**config.mk**
```make
export PLATFORM = sky130hd
export DESIGN_NAME = bcd_scan_controller
export DESIGN_NICKNAME = d
export VERILOG_FILES = /design/src/rtl/bcd_scan_controller.sv
export SDC_FILE = /design/constraint.sdc
export NUM_CORES = 1
export LEC_CHECK = 0
export CAP_MARGIN = 20
export CORE_MARGIN = 4
export CORE_UTILIZATION = 50
export DETAILED_ROUTE_END_ITERATION = 10
export PLACE_DENSITY = 0.72
export RECOVER_POWER = 25
export SLEW_MARGIN = 20
export SYNTH_ARGS = -nofsm -noshare
export SYNTH_HDL_FRONTEND = slang
export SYNTH_SLANG_ARGS = --single-unit
export TNS_END_PERCENT = 50
```
**constraint.sdc**
```tcl
create_clock -name CLK -period 3.3 [get_ports CLK]
set_input_delay 0.495 -clock CLK [delete_from_list [all_inputs] [get_ports CLK]]
set_output_delay 0.495 -clock CLK [all_outputs]
set_load 0.01 [all_outputs]
```
**src/rtl/bcd_scan_controller.sv**
```systemverilog
// Multiplexed BCD display scanner driving a shared BCD-to-7-segment decoder.
// Optional PWM dimming via BRIGHT[3:0] when DIMMING_EN is defined.
module bcd_scan_controller #(
   parameter int NUM_DIGITS   = 4,
   parameter int PRESCALE     = 50000,
   parameter int BLANK_CYCLES = 16
) (
   input  logic                    CLK,
   input  logic                    RST_N,
   input  logic [4*NUM_DIGITS-1:0] DATA_IN,
   input  logic                    LOAD,
   input  logic                    LZB,
   input  logic                    LAMP_TEST,
`ifdef DIMMING_EN
   input  logic [3:0]              BRIGHT,
`endif
   output logic [3:0]              BCD_OUT,
   output logic                    RBI_OUT,
   output logic                    LAMP_TEST_OUT,
   output logic [NUM_DIGITS-1:0]   DIGIT_EN_N,
   output logic                    LOAD_ACK,
   output logic                    FRAME_START
);

   localparam int CNT_MAX = (PRESCALE > BLANK_CYCLES) ? PRESCALE : BLANK_CYCLES;
   localparam int CNT_W   = ($clog2(CNT_MAX) < 4) ? 4 : $clog2(CNT_MAX);
   localparam int PTR_W   = $clog2(NUM_DIGITS);

   localparam logic [CNT_W-1:0] ON_LAST    = CNT_W'(PRESCALE - 1);
   localparam logic [CNT_W-1:0] BLANK_LAST = CNT_W'(BLANK_CYCLES - 1);
   localparam logic [PTR_W-1:0] PTR_LAST   = PTR_W'(NUM_DIGITS - 1);

   typedef enum logic {
      ST_BLANK,
      ST_ON
   } state_t;

   state_t                  state, state_nxt;
   logic [CNT_W-1:0]        cnt, cnt_nxt;
   logic [PTR_W-1:0]        ptr, ptr_nxt;

   logic                    seg_load;
   logic                    on_entry;
   logic                    frame_end;

   logic [4*NUM_DIGITS-1:0] pending;
   logic [4*NUM_DIGITS-1:0] active;
   logic                    pend;

   logic [3:0]              cur_nib;
   logic [NUM_DIGITS-1:0]   zero_from;
   logic                    blank_cur;

   // ------------------------------------------------------------------
   // Scan state register
   // ------------------------------------------------------------------
   always_ff @(posedge CLK or negedge RST_N) begin
      if (!RST_N) begin
         state <= ST_BLANK;
         cnt   <= '0;
         ptr   <= '0;
      end else begin
         state <= state_nxt;
         cnt   <= cnt_nxt;
         ptr   <= ptr_nxt;
      end
   end

   // ------------------------------------------------------------------
   // Next-state logic and phase events
   // ------------------------------------------------------------------
   always_comb begin
      state_nxt = state;
      cnt_nxt   = cnt + 1'b1;
      ptr_nxt   = ptr;
      seg_load  = 1'b0;
      on_entry  = 1'b0;
      frame_end = 1'b0;
      case (state)
         ST_BLANK: begin
            // Decoder inputs are captured in the first blank cycle so that a
            // value transferred at the frame boundary is already visible.
            seg_load = (cnt == '0);
            if (cnt == BLANK_LAST) begin
               state_nxt = ST_ON;
               cnt_nxt   = '0;
               on_entry  = 1'b1;
            end
         end
         ST_ON: begin
            if (cnt == ON_LAST) begin
               state_nxt = ST_BLANK;
               cnt_nxt   = '0;
               if (ptr == PTR_LAST) begin
                  ptr_nxt   = '0;
                  frame_end = 1'b1;
               end else begin
                  ptr_nxt = ptr + 1'b1;
               end
            end
         end
         default: begin
            state_nxt = ST_BLANK;
            cnt_nxt   = '0;
            ptr_nxt   = '0;
         end
      endcase
   end

   // ------------------------------------------------------------------
   // Digit enables
   // ------------------------------------------------------------------
   always_comb begin
      DIGIT_EN_N = '1;
      if (state == ST_ON) begin
         for (int unsigned k = 0; k < NUM_DIGITS; k++) begin
            if (PTR_W'(k) == ptr) begin
`ifdef DIMMING_EN
               if (cnt[3:0] <= BRIGHT) begin
                  DIGIT_EN_N[k] = 1'b0;
               end
`else
               DIGIT_EN_N[k] = 1'b0;
`endif
            end
         end
      end
   end

   // ------------------------------------------------------------------
   // Current nibble and leading-zero detection on the active value
   // ------------------------------------------------------------------
   always_comb begin
      cur_nib = '0;
      for (int unsigned k = 0; k < NUM_DIGITS; k++) begin
         if (PTR_W'(k) == ptr) begin
            cur_nib = active[4*k +: 4];
         end
      end
   end

   always_comb begin
      zero_from                 = '0;
      zero_from[NUM_DIGITS-1]   = (active[4*(NUM_DIGITS-1) +: 4] == 4'd0);
      for (int unsigned k = NUM_DIGITS - 1; k > 0; k--) begin
         zero_from[k-1] = zero_from[k] && (active[4*(k-1) +: 4] == 4'd0);
      end
   end

   always_comb begin
      blank_cur = 1'b0;
      for (int unsigned k = 1; k < NUM_DIGITS; k++) begin
         if (PTR_W'(k) == ptr) begin
            blank_cur = LZB && zero_from[k];
         end
      end
   end

   // ------------------------------------------------------------------
   // Load handshake, frame-synchronous transfer and decoder outputs
   // ------------------------------------------------------------------
   always_ff @(posedge CLK or negedge RST_N) begin
      if (!RST_N) begin
         pending       <= '0;
         active        <= '0;
         pend          <= 1'b0;
         LOAD_ACK      <= 1'b0;
         FRAME_START   <= 1'b0;
         BCD_OUT       <= '0;
         RBI_OUT       <= 1'b0;
         LAMP_TEST_OUT <= 1'b0;
      end else begin
         LOAD_ACK    <= frame_end && pend;
         FRAME_START <= on_entry && (ptr == '0);

         if (frame_end && pend) begin
            active <= pending;
         end

         // A load coinciding with the transfer re-arms pend for the new value.
         if (LOAD) begin
            pending <= DATA_IN;
            pend    <= 1'b1;
         end else if (frame_end) begin
            pend    <= 1'b0;
         end

         if (seg_load) begin
            BCD_OUT       <= cur_nib;
            RBI_OUT       <= LAMP_TEST || !blank_cur;
            LAMP_TEST_OUT <= LAMP_TEST;
         end
      end
   end

endmodule

```
# Word level (Yosys, flattened, before mapping)
# Index checks and enable logic that the tools add are counted.
[totals] ff_bits=60 input_bits=21 out_inout_bits=12 elab_cells=62
[classes] addsub=2 n_eq_ne=6 mux=26 n_bitwise=1 n_reduce_logical=16
[ops] cell="$mux 16" count=2
[ops] cell="$pmux 16 s2" count=1
[ops] cell="$mux 4" count=5
[ops] cell="$add 16x1->16 const B" count=1
[ops] cell="$eq 16x16->1 const B" count=1
[ops] cell="$eq 16x4->1 const B" count=1
[ops] cell="$logic_not 16->1" count=1
[ops] cell="$mux 1" count=16
[ops] cell="$logic_not 4->1" count=3
[ops] cell="$logic_and 1x1->1" count=7
[ops] cell="$eq 2x2->1 const A" count=2
[ops] cell="$add 2x1->2 const B" count=1
[ops] cell="$eq 1x2->1 const A" count=1
[ops] cell="$eq 2x2->1 const B" count=1
[ops] cell="$logic_not 2->1" count=1
[ops] cell="$mux 2" count=1
[ops] cell="$pmux 1 s2" count=1
[ops] cell="$reduce_and 2->1" count=1
[ops] cell="$reduce_bool 2->1" count=1
[ops] cell="$logic_not 1->1" count=1
[ops] cell="$logic_or 1x1->1" count=1
[ops] cell="$not 1->1" count=1

# Logic depth before layout (Yosys ltp)
[logic_depth] word_depth=9 mapped_depth=6

# Least setup slack after synthesis
# OpenSTA, ideal clock, no wires.
[synth_path] path_kind="reg2reg" startpoint="register cnt[0]" endpoint="register active[10]" setup_time_ps=125 t_arrival_ps=1810 required_ps=3175 setup_slack_ps=1365 path_stages_with_launch=7 period_less_slack_ps=1935 cell_sequence="dfrtp_1 ha_1 nand3_1 nand3b_4 nor3_4 buf_12 mux2_4"
[synth_between] elab_chain_cells=4
[synth_lines] element="start, declared" line_no="39" rtl="logic [CNT_W-1:0] cnt, cnt_nxt;"
[synth_lines] element="start signal, assigned" line_no="64" rtl="cnt <= cnt_nxt;"
[synth_lines] element="$eq 16x16->1" line_no="91" rtl="if (cnt == ON_LAST) begin"
[synth_lines] element="$mux 1" line_no="91"
[synth_lines] element="$mux 1" line_no="79" rtl="case (state)"
[synth_lines] element="$logic_and 1x1->1" line_no="176" rtl="if (frame_end && pend) begin"
[synth_lines] element="end signal, assigned" line_no="177" rtl="active <= pending;"
[synth_lines] element="end, declared" line_no="47" rtl="logic [4*NUM_DIGITS-1:0] active;"
# No other way between the ends.
# A chain may end at the register's enable or synchronous reset.

# Worst setup path after layout
[layout_path] startpoint="register ptr[1]" endpoint="output port DIGIT_EN_N[3]"
[layout_between] elab_chain_cells=3
[layout_lines] element="start, declared" line_no="40" rtl="logic [PTR_W-1:0] ptr, ptr_nxt;"
[layout_lines] element="start signal, assigned" line_no="65" rtl="ptr <= ptr_nxt;"
[layout_lines] element="$eq 2x2->1" line_no="117" rtl="if (PTR_W'(k) == ptr) begin"
[layout_lines] element="$mux 1" line_no="117"
[layout_lines] element="$mux 4" line_no="115" rtl="if (state == ST_ON) begin"
[layout_lines] element="end, declared" line_no="20" rtl="output logic [NUM_DIGITS-1:0] DIGIT_EN_N,"
# No other way between the ends.

==> results.py <==
metrics = {
    "run_status": {
        "violations": "capacitance limit, slew limit",
        "outcome": "finished with violations",
    },
    "run": {
        "cap_violations": 1,
    },
    "power": {
        "p_int_mw": 1.19,
        "leakagePower_nw": 1.46,
        "p_total_mw": 1.51,
        "swShare": 0.214,
        "combPwrFrac": 0.043,
        "clkPwrFrac": 0.450,
        "p_sw_mw": 0.324,
        "vdd_ir_drop_max_mv": 0.361,
        "seqPwrFrac": 0.507,
        "power_density_mw_per_mm2": 455,
    },
    "logic_synthesis": {
        "yosys_most_used_dff": "dfrtp_1",
        "synth_cell_types": 31,
        "synth-edff-count": 0,
        "synth_largest_area_cell": "dfrtp_1",
        "syn_inst": 216,
        "synth-seq-cells": 60,
        "synth_area_per_cell_sq_um": 12.7,
        "yosys_warnings": 0,
        "syn_area_sq_mm": 0.00274,
        "synthArstFlopShare": 1.00,
        "syn_nets": 243,
        "synth.top_cells.by_count": "60 x dfrtp_1, 30 x mux2_2, 17 x nand2_1",
        "synth.most_common_cell": "dfrtp_1",
        "seq_area_frac_synth": 0.548,
        "synth.area.top_cells": "dfrtp_1 55%, mux2_2 12%, mux2_4 4.9%, xnor2_1 2.9%, ha_1 2.7%",
        "synth_top_area_frac": 0.548,
    },
    "clock_network": {
        "clkLatencyLatePin_ns": 0.34,
        "cts_tree": "yes",
        "clock-root-buffer": "clkbuf_8",
        "cts_made_buffers": 9,
        "post_cts_buffers": 0,
        "clock_path_buffers": 2,
        "htreeDepth": 3,
        "clk_pin_slew_ns": 0.07,
        "cts_hold_buf": 0,
        "cts.sinks": 60,
        "cts-resized-gates": 0,
    },
    "die": {
        "die_h_um": 82.0,
        "ios": 33,
        "die_area_sq_mm": 0.00672,
        "fp.dieW_um": 82.0,
        "placement_rows": 26,
        "initial_core_util": 0.526,
        "core_sq_mm": 0.00520,
    },
    "finish": {
        "drive_above_1_share": 0.239,
        "num-nets-final": 281,
        "diodes": 0,
        "areaGrowthSynthToFinish_pct": 21.3,
        "final_util": 0.638,
        "fin_area_sq_mm": 0.00332,
    },
    "grt": {
        "grt.met1_usage": 0.228,
        "grt_pass1_wl_um": 8470,
        "grt_max_degree": 35,
        "grt-ovfl-total": 0,
        "grt.met3_usage": 0.0625,
        "grt_pass1_vias": 1776,
        "use_met2": 0.258,
        "grt_usage": 0.173,
        "grt_antenna_before_repair": 0,
        "top_usage_layer": "met2",
    },
    "worst_setup_path": {
        "endpoint_kind": "output port",
        "worst_path_largest_cell_delay_ns": 0.51,
        "reg2reg_depth": 6,
        "critPathTopFamily": "buffers and inverters",
        "r2r_end": "active[1]$_DFFE_PN0P_",
        "path_max_fanout": 13,
        "critical_path.cell_chain": "ha_1, nand2_1, clkdlybuf4s50_1",
        "crit_buf_inv": 1,
        "critical_path.slowest_cell": "clkdlybuf4s50_1",
        "rrSetupSlack_ns": 1.24,
        "cp.arrival_ns": 1.87,
        "cp.required_ns": 2.80,
        "crit_type": "reg -> out",
        "startpoint_type": "flop",
        "r2r_start": "cnt[0]$_DFF_PN0_",
    },
    "place": {
        "place_hpwl_um": 3540,
        "dpl_cell_area_sq_mm": 0.00311,
        "port_buffers": 32,
        "place.gp.congestion": 0.826,
    },
    "sta": {
        "final_max_slew_viol_count": 35,
        "finClkSkew_ns": 0.00618,
        "period_minus_slack_ns": 2.36,
        "grt_setup_unrepaired": "false",
        "tns_ns": 0,
        "slew_headroom": -0.158,
        "tightest_slew_ns": 1.74,
        "hold_viol": 0,
        "setup_viol": 0,
        "max_freq_ghz": 0.423,
        "finalCritPeriodShare": 0.716,
    },
    "detailed_routing": {
        "drtPass1Iterations": 4,
        "avgRoutedWirePerCell_um": 15.1,
        "vias": 1794,
        "initialDrtViolationCount": 186,
        "ant_nets": 0,
        "drc_errors": 0,
        "routed_via_density": 5.45,
        "drt-total-wl_um": 4970,
    },
    "worst_hold_path": {
        "hold_path.class": "reg -> reg",
        "min_to": "active[15]$_DFFE_PN0P_",
        "min_path_cells": 1,
        "hp-start": "pending[15]$_DFFE_PN0P_",
    },
}
[flip-flops by register name, summed over array words and instances (netlist names)]
| signal | count |
|---|---|
| BCD_OUT | 4 |
| FRAME_START | 1 |
| LAMP_TEST_OUT | 1 |
| LOAD_ACK | 1 |
| RBI_OUT | 1 |
| active | 16 |
| cnt | 16 |
| pend | 1 |
| pending | 16 |
| ptr | 2 |
| state | 1 |
[worst register-to-register path, stage by stage, from the launching register on]
cell      delay (ns)
dfrtp_1         0.40
ha_1            0.20
nand3_1         0.20
nand3b_4        0.27
nor3_4          0.20
buf_4           0.30
mux2_2          0.38
[worst max path at each step]
stage,to,cells after the start,from,slack [ns]
2_1_floorplan,active[10]$_DFFE_PN0P_,6,cnt[0]$_DFF_PN0_,1.37
3_3_place_gp,active[2]$_DFFE_PN0P_,6,cnt[0]$_DFF_PN0_,1.26
3_5_place_dp,active[1]$_DFFE_PN0P_,6,cnt[0]$_DFF_PN0_,1.22
4_1_cts,DIGIT_EN_N[3],3,ptr[1]$_DFFE_PN0P_,0.94
5_1_grt,DIGIT_EN_N[3],3,ptr[0]$_DFFE_PN0P_,0.83
6_report,DIGIT_EN_N[3],3,ptr[1]$_DFFE_PN0P_,0.94
[area by class of cell]
cell class / count / area (sq um)
multi-input combinational: 143 / 1170
clock inverter: 5 / 58.8
tap: 70 / 87.6
clock buffer: 11 / 151
sequential: 60 / 1500
inverter: 6 / 22.5
fill: 426 / 1880
timing repair buffer: 34 / 329
[through the flow]
step	setup slack, ns	instances	hold slack [ns]
6_report	0.938	329	0.501
3_3_place_gp	1.26	313	0.480
5_1_grt	0.825	329	0.520
4_1_cts	0.941	329	0.232
3_5_place_dp	1.22	313	0.491
2_1_floorplan	1.37	216	0.199
[per-layer routing]
metal | vias up | wire length (um)
met3 | 12 | 252
met5 | - | 0
met1 | 896 | 2360
li1 | 847 | -
met2 | 39 | 2260
met4 | 0 | 91
[layout by cell type, fill, tap and decap left out, types with 2 or more instances in the layout]
cell type        instances
nand4_1                  5
o31ai_1                  4
mux2_4                   9
buf_4                    2
and4_1                   2
clkdlybuf4s50_1         31
clkinvlp_4               2
nor4_1                   6
ha_1                     6
nand2_1                 17
inv_1                    6
xnor2_1                  9
and3_1                   3
o21ai_0                  2
nor2_1                  15
mux2_2                  30
xor2_1                   4
nand3_1                  6
dfrtp_1                 60
nor3_1                   3
a221oi_1                 4
a21oi_1                  2
clkbuf_8                11
nor2b_1                  7
[cells by family (layout without fill, tap and decap cells)]
logic type / after synthesis / after routing / share of synthesized area
and+or+nand+nor: 69 / 69 / 0.143
DFF: 60 / 60 / 0.548
muxes: 39 / 39 / 0.173
AOI/OAI and AO/OA: 16 / 16 / 0.0434
xor gates and xnor gates: 13 / 13 / 0.0416
buffers and inverters: 13 / 56 / 0.0238
adders and majority gates: 6 / 6 / 0.0274
[power by group through the flow]
stage | Combinational (mW) | Sequential (mW) | Clock, mW
finish | 0.0656 | 0.766 | 0.679
detailed placement | 0.0680 | 0.780 | 0
floorplan | 0.0253 | 0.777 | 0
CTS | 0.0680 | 0.766 | 0.700
global route | 0.0739 | 0.768 | 0.739
global placement | 0.0663 | 0.779 | 0
(Power assumes the default switching activity.)
